==> src/rtl/combination_key_sender.sv <==
// combination_key_sender: sends a resync preamble followed by the stored code bit-serially,
// then checks the lock's unlock feedback and retries up to MAX_TRY attempts.
module combination_key_sender #(
    parameter int                  CODE_LEN = 7,
    parameter logic [CODE_LEN-1:0] CODE     = 7'b0110111,
    parameter int                  PRE_LEN  = 4,
    parameter int                  MAX_TRY  = 3
) (
    input  logic                clk_i,
    input  logic                clr_i,
    input  logic                start_i,
    input  logic                load_i,
    input  logic [CODE_LEN-1:0] code_in_i,
    input  logic                unlk_in_i,
    output logic                x_o,
    output logic                busy_o,
    output logic                done_o,
    output logic                fail_o,
    output logic [1:0]          tries_o
);
    localparam int CW = $clog2(PRE_LEN > CODE_LEN ? PRE_LEN : CODE_LEN);
    localparam int AW = $clog2(MAX_TRY + 1) + 1;

    typedef enum logic [1:0] {IDLE, PRE, SEND, CHECK} state_t;

    state_t              state_q, state_d;
    logic [CW-1:0]       cnt_q, cnt_d;
    logic [CODE_LEN-1:0] code_q, code_d;
    logic [CODE_LEN-1:0] sh_q, sh_d;
    logic [AW-1:0]       att_q, att_d;
    logic                x_q, x_d;
    logic                busy_q, busy_d;
    logic                done_q, done_d;
    logic                fail_q, fail_d;

    // x is registered, so it is computed from the state being entered
    always_comb begin
        state_d = state_q;
        cnt_d   = cnt_q;
        code_d  = code_q;
        sh_d    = sh_q;
        att_d   = att_q;
        x_d     = 1'b1;
        busy_d  = busy_q;
        done_d  = 1'b0;
        fail_d  = 1'b0;
        case (state_q)
            IDLE: begin
                if (load_i) code_d = code_in_i;
                if (start_i) begin
                    state_d = PRE;
                    cnt_d   = '0;
                    att_d   = AW'(1);
                    busy_d  = 1'b1;
                end
            end
            PRE: begin
                if (cnt_q == CW'(PRE_LEN - 1)) begin
                    state_d = SEND;
                    cnt_d   = '0;
                    x_d     = code_q[CODE_LEN-1];
                    sh_d    = code_q << 1;
                end else begin
                    cnt_d = cnt_q + 1'b1;
                end
            end
            SEND: begin
                if (cnt_q == CW'(CODE_LEN - 1)) begin
                    state_d = CHECK;
                end else begin
                    cnt_d = cnt_q + 1'b1;
                    x_d   = sh_q[CODE_LEN-1];
                    sh_d  = sh_q << 1;
                end
            end
            CHECK: begin
                if (unlk_in_i) begin
                    state_d = IDLE;
                    busy_d  = 1'b0;
                    done_d  = 1'b1;
                end else if (att_q < AW'(MAX_TRY)) begin
                    state_d = PRE;
                    cnt_d   = '0;
                    att_d   = att_q + 1'b1;
                end else begin
                    state_d = IDLE;
                    busy_d  = 1'b0;
                    fail_d  = 1'b1;
                end
            end
            default: state_d = IDLE;
        endcase
    end

    always_ff @(posedge clk_i) begin
        if (clr_i) begin
            state_q <= IDLE;
            cnt_q   <= '0;
            code_q  <= CODE;
            sh_q    <= '0;
            att_q   <= '0;
            x_q     <= 1'b1;
            busy_q  <= 1'b0;
            done_q  <= 1'b0;
            fail_q  <= 1'b0;
        end else begin
            state_q <= state_d;
            cnt_q   <= cnt_d;
            code_q  <= code_d;
            sh_q    <= sh_d;
            att_q   <= att_d;
            x_q     <= x_d;
            busy_q  <= busy_d;
            done_q  <= done_d;
            fail_q  <= fail_d;
        end
    end

    assign x_o     = x_q;
    assign busy_o  = busy_q;
    assign done_o  = done_q;
    assign fail_o  = fail_q;
    assign tries_o = att_q > AW'(3) ? 2'd3 : att_q[1:0];
endmodule
==> config.mk <==
export PLATFORM = sky130hd
export DESIGN_NAME = combination_key_sender
export DESIGN_NICKNAME = d
export VERILOG_FILES = /design/src/rtl/combination_key_sender.sv
export SDC_FILE = /design/constraint.sdc
export NUM_CORES = 1
export LEC_CHECK = 0
export ABC_CLOCK_PERIOD_IN_PS = 2900
export CAP_MARGIN = 0
export CORE_MARGIN = 2
export CORE_UTILIZATION = 57
export DETAILED_ROUTE_END_ITERATION = 12
export GPL_TIMING_DRIVEN = 1
export PLACE_DENSITY = 0.79
export SKIP_CTS_REPAIR_TIMING = 1
export SLEW_MARGIN = 30
export SYNTH_ARGS = -nofsm -noshare
export SYNTH_HDL_FRONTEND = slang
export SYNTH_SLANG_ARGS = --single-unit
==> constraint.sdc <==
create_clock -name clk_i -period 2.9 [get_ports clk_i]
set_input_delay 0.58 -clock clk_i [delete_from_list [all_inputs] [get_ports clk_i]]
set_output_delay 0.58 -clock clk_i [all_outputs]
set_load 0.03 [all_outputs]
After elaboration in Yosys (flattened, before gate mapping). Index checks and enable logic that the tools add are counted.

Memory bits (read-only): 0. Output and inout bits: 6. Word-level logic and storage cells: 66. Latch bits: 0. Memories: 0. RAM bits: 0. Register bits: 26. Input port bits: 12.

Bitwise operators: 1. $add $sub $neg: 2. Equal/unequal tests: 12. Multiplexer cells: 29. Shift-type cells: 0. Div/mod/pow operators: 0. Multipliers: 0. Magnitude comparators: 2. Reductions and logical operators: 11.

Operator list (number): $mux 3 (8); $mux 7 (2); $pmux 7 s2 (1); $ne 2x2->1 const B (6); $pmux 3 s4 (1); $mux 1 (9); $reduce_and 3->1 (3); $mux 2 (4); $pmux 2 s4 (1); $reduce_and 4->1 (2); $add 3x1->3 const B (2); $pmux 3 s2 (1); $eq 2x2->1 const B (2); $pmux 1 s2 (2); $reduce_bool 2->1 (2); $eq 3x2->1 const B (1); $eq 3x3->1 const B (1); $gt 3x2->1 const B (1); $lt 3x2->1 const B (1); $ne 3x3->1 const B (1); $reduce_or 3->1 (1); $eq 2x1->1 const B (1); $logic_not 2->1 (1); $reduce_and 2->1 (1); other kinds (2) (2).

Depth between registers and ports, before layout.
Word-level depth: 4. Mapped depth: 6. Gate-level depth less buffers: 6.

Worst setup path after synthesis. No wires, ideal clock.

Path kind: flip-flop to output port. Start: register att_q[0]. End: output tries_o[1]. Stages on the path, launching flop included: 4. Required time: 2320 ps. Arrival: 1163 ps. Buffers on the path: 0. Setup slack: 1157 ps. Cells stage by stage: dfxtp_1 ha_1 ha_1 o21bai_1.

Word-level cells in the longest chain between the ends: 2.

RTL lines: from (decl) (RTL line 30) `logic [AW-1:0] att_q, att_d;`; from (signal assigned) (RTL line 111) `att_q <= att_d;`; $gt 3x2->1 (RTL line 123) `assign tries_o = att_q > AW'(3) ? 2'd3 : att_q[1:0];`; $mux 2 (RTL line 123); to (decl) (RTL line 19) `output logic [1:0] tries_o`.

Every way passes these cells.

Worst setup path in the final report. Same ends and word-level chain as after synthesis.

==> flow_results.xml <==
<?xml version="1.0" encoding="UTF-8"?>
<metrics>
  <group name="finish">
    <metric name="final_cell_count_no_fill" unit="">187</metric>
    <metric name="final_layout_size_suffix_gt1_frac" unit="">0.0566</metric>
    <metric name="numnets_final" unit="">183</metric>
    <metric name="filler_cell_count" unit="">189</metric>
    <metric name="antennaDiodeCount" unit="">0</metric>
    <metric name="postLayoutCoreUtil" unit="">0.687</metric>
    <metric name="area_growth" unit="%">15.1</metric>
  </group>
  <group name="timing">
    <metric name="final-max-slew-violation-count" unit="">0</metric>
    <metric name="timing.final.crit_share" unit="">0.881</metric>
    <metric name="slew-limit-headroom" unit="">0.600</metric>
    <metric name="setup_viol_count_final" unit="">0</metric>
    <metric name="final_critical_path_time_including_i_o_delays_and_setup" unit="ns">2.55</metric>
    <metric name="rsz0062_at_grt" unit="">no</metric>
    <metric name="finalClockSkew" unit="ns">0.00526</metric>
    <metric name="max_freq" unit="MHz">392</metric>
    <metric name="hold_viol_final" unit="">0</metric>
    <metric name="tns_setup" unit="ns">0</metric>
    <metric name="timing_worst_slew_pin_value" unit="ns">0.585</metric>
  </group>
  <group name="setup_path">
    <metric name="crit_path_max_fanout" unit="">6</metric>
    <metric name="critical_path.reg2reg.startpoint" unit="">state_q[0]</metric>
    <metric name="cp_data_required_time" unit="ns">2.32</metric>
    <metric name="worst-path-buf-inv" unit="">1</metric>
    <metric name="crit_arrival" unit="ns">1.97</metric>
    <metric name="crit_path_end_kind" unit="">primary output</metric>
    <metric name="critPathMostFrequentCell" unit="">sky130_fd_sc_hd__ha_1</metric>
    <metric name="critPathCapture" unit="">tries_o[1]</metric>
    <metric name="reg2reg_setup_slack" unit="ns">0.89</metric>
    <metric name="critical-path-max-stage-delay" unit="ns">0.70</metric>
    <metric name="start_kind" unit="">register</metric>
    <metric name="timing.critical_path.from" unit="">att_q[0]</metric>
    <metric name="critical_path.slowest_cell" unit="">sky130_fd_sc_hd__clkdlybuf4s50_1</metric>
    <metric name="path_depth" unit="">4</metric>
    <metric name="path_delay_family" unit="">buffers and inverters</metric>
    <metric name="worst_r2r_path_depth" unit="">5</metric>
    <metric name="timing.critical_path.cells" unit="">ha_1, ha_1, o21bai_1, clkdlybuf4s50_1</metric>
    <metric name="setup.worst_path.class" unit="">register to primary output</metric>
    <metric name="r2r-end" unit="">state_q[0]</metric>
  </group>
  <group name="yosys">
    <metric name="ys.flop_type" unit="">sky130_fd_sc_hd__dfxtp_1</metric>
    <metric name="mean_instance_size_in_the_synthesized_netlist" unit="sq um">9.05</metric>
    <metric name="synth.top_cells.by_count" unit="">25 x sky130_fd_sc_hd__dfxtp_1, 15 x sky130_fd_sc_hd__nand2_1, 15 x sky130_fd_sc_hd__nand3_1, 11 x sky130_fd_sc_hd__a21oi_1, 11 x sky130_fd_sc_hd__ha_1</metric>
    <metric name="synth_seq_area_share" unit="">0.379</metric>
    <metric name="post_synth_instance_area" unit="sq um">1320</metric>
    <metric name="synth_largest_type_area_fraction" unit="">0.379</metric>
    <metric name="yosys_warnings" unit="">0</metric>
    <metric name="synthCells" unit="">146</metric>
    <metric name="yosysTopAreaCell" unit="">sky130_fd_sc_hd__dfxtp_1</metric>
    <metric name="syn_nets" unit="">169</metric>
    <metric name="yosysMostFrequentCell" unit="">sky130_fd_sc_hd__dfxtp_1</metric>
    <metric name="asyncSetResetFlopFracSynth" unit="">0</metric>
    <metric name="post_synth_main_area_contributors" unit="">sky130_fd_sc_hd__dfxtp_1 38%, sky130_fd_sc_hd__ha_1 10%, sky130_fd_sc_hd__mux2i_1 7.6%, sky130_fd_sc_hd__nand3_1 5.7%, sky130_fd_sc_hd__nand2_1 4.3%</metric>
    <metric name="yosys_register_bits" unit="">25</metric>
    <metric name="netlist-cell-type-count" unit="">31</metric>
    <metric name="count_of_flip_flops_with_a_built_in_enable_after_synthesis" unit="">0</metric>
  </group>
  <group name="die">
    <metric name="core_region_area" unit="sq um">2210</metric>
    <metric name="floorplan.die.height" unit="um">52.1</metric>
    <metric name="design.portCount" unit="">18</metric>
    <metric name="row_count" unit="">17</metric>
    <metric name="floorplan.die_area" unit="sq um">2720</metric>
    <metric name="die_w" unit="um">52.1</metric>
    <metric name="start_util" unit="">0.597</metric>
  </group>
  <group name="power">
    <metric name="pwr_density_cell" unit="nW/um^2">722</metric>
    <metric name="worst_vdd_ir" unit="V">0.000462</metric>
    <metric name="total_power" unit="mW">1.10</metric>
    <metric name="p_leak" unit="nW">0.600</metric>
  </group>
  <group name="global_routing">
    <metric name="grt_util_all_layers" unit="">0.222</metric>
    <metric name="wire_length_of_the_first_global_routing_pass" unit="mm">4.46</metric>
    <metric name="largest_net_degree_at_the_start_of_global_routing" unit="">17</metric>
    <metric name="grt_overflow_total" unit="">0</metric>
    <metric name="grt_pass1_vias" unit="">1042</metric>
    <metric name="number_of_antenna_violations_at_the_first_check_in_global_routing" unit="">0</metric>
  </group>
  <group name="cts">
    <metric name="ctsRootBufferMaster" unit="">sky130_fd_sc_hd__clkbuf_4</metric>
    <metric name="clock_latency" unit="ns">0.32</metric>
    <metric name="tritoncts.num_buffers" unit="">3</metric>
    <metric name="cts_tree" unit="">built</metric>
    <metric name="clock_tree.htree_level_count" unit="">1</metric>
    <metric name="clk_pin_slew_worst_paths" unit="ns">0.14</metric>
    <metric name="clk_path_buf_depth" unit="">2</metric>
    <metric name="clock_sink_count" unit="">25</metric>
  </group>
  <group name="place">
    <metric name="gp_routability_congestion" unit="">0.726</metric>
    <metric name="place.port_buffers" unit="">17</metric>
    <metric name="placedCellCount" unit="">183</metric>
    <metric name="dp_hpwl" unit="mm">1.97</metric>
  </group>
  <group name="hold_path">
    <metric name="min_from" unit="">code_q[3]</metric>
    <metric name="min-delay-path-class" unit="">register to register</metric>
  </group>
  <group name="routing">
    <metric name="detailedRoute.firstIterationViolations" unit="">30</metric>
    <metric name="avgViaCountPerCell" unit="">5.89</metric>
    <metric name="vias" unit="">1102</metric>
    <metric name="ant_nets" unit="">0</metric>
    <metric name="route.final.wire_length" unit="mm">2.68</metric>
    <metric name="detail_route.drc_violations" unit="">0</metric>
    <metric name="drt-wirelength-per-cell" unit="um">14.3</metric>
    <metric name="detailed_router_iteration_count_before_antenna_repair" unit="">4</metric>
  </group>
  <group name="flow_run">
    <metric name="timing.max_cap.violations" unit="">0</metric>
  </group>
  <group name="run_status">
    <metric name="status" unit="">finished, final reports clean</metric>
  </group>
</metrics>
## worst min-delay path by stage
stage | depth (start not counted) | end | slack, ns
final | 2 | code_q[3] | 0.47
after global placement | 2 | code_q[3] | 0.45
after detailed placement | 2 | code_q[3] | 0.46
after CTS | 2 | code_q[3] | 0.48
after floorplan | 2 | code_q[6] | 0.43
after global routing | 2 | code_q[3] | 0.49
## logic make-up after synthesis
family                     count (synthesis)  synth area share
DFF                                       25             0.379
adders and majority gates                 11             0.104
and+or+nand+nor                           45             0.174
buffers and inverters                     18            0.0559
muxes                                     12            0.0928
AOI/OAI and AO/OA                         35             0.194
## worst register-to-register path, cell delays in order (launching register included)
cell and delay (ns):
sky130_fd_sc_hd__dfxtp_1 0.41, sky130_fd_sc_hd__inv_1 0.11, sky130_fd_sc_hd__ha_1 0.36, sky130_fd_sc_hd__nor2b_1 0.27, sky130_fd_sc_hd__a2111oi_0 0.58, sky130_fd_sc_hd__o32ai_1 0.16
## through the flow
| step | cell area (sq um) | hold slack [ns] | setup WS (ns) |
|---|---|---|---|
| 5_1_grt | 1520 | 0.495 | 0.266 |
| 3_3_place_gp | 1490 | 0.451 | 0.823 |
| 4_1_cts | 1520 | 0.475 | 0.362 |
| 6_report | 1520 | 0.474 | 0.346 |
| 2_1_floorplan | 1320 | 0.433 | 1.16 |
| 3_5_place_dp | 1490 | 0.457 | 0.730 |
## power breakdown
part	internal (mW)	leakage, nW	switching (mW)
clock	0.0527	0.0139	0.104
combinational	0.212	0.382	0.263
sequential	0.416	0.204	0.0502
## routing by layer
layer  wire length [um]  global-route usage  up-vias
met1               1230               0.295      506
met4                 55              0.0855        0
li1                   -                   -      548
met3                117              0.0374       10
met5                  0                   0        -
met2               1270               0.359       38
## registers in the layout, summed over array words and instances (netlist names)
name / cells
code_q: 7
sh_q: 6
done_o: 1
att_q: 3
busy_o: 1
state_q: 2
cnt_q: 3
x_o: 1
fail_o: 1
## cells in the final DEF, fill, tap and decap left out, types with 6 or more instances in the layout
master	n
sky130_fd_sc_hd__a311oi_1	6
sky130_fd_sc_hd__dfxtp_1	25
sky130_fd_sc_hd__clkdlybuf4s50_1	17
sky130_fd_sc_hd__ha_1	11
sky130_fd_sc_hd__nand3_1	15
sky130_fd_sc_hd__a21oi_1	11
sky130_fd_sc_hd__nand2_1	15
sky130_fd_sc_hd__mux2i_1	10
sky130_fd_sc_hd__inv_1	10
sky130_fd_sc_hd__nor2b_1	6
## area by class of cell
cell class                 instances  area (sq um)  area share
multi-input combinational        103           747       0.491
sequential                        25           500       0.329
timing repair buffer              17           170       0.112
inverter                          10          37.5      0.0247
tap                               28          35.0      0.0230
clock buffer                       3          22.5      0.0148
clock inverter                     1          7.51     0.00494
Power figures use the tool's default switching activity.
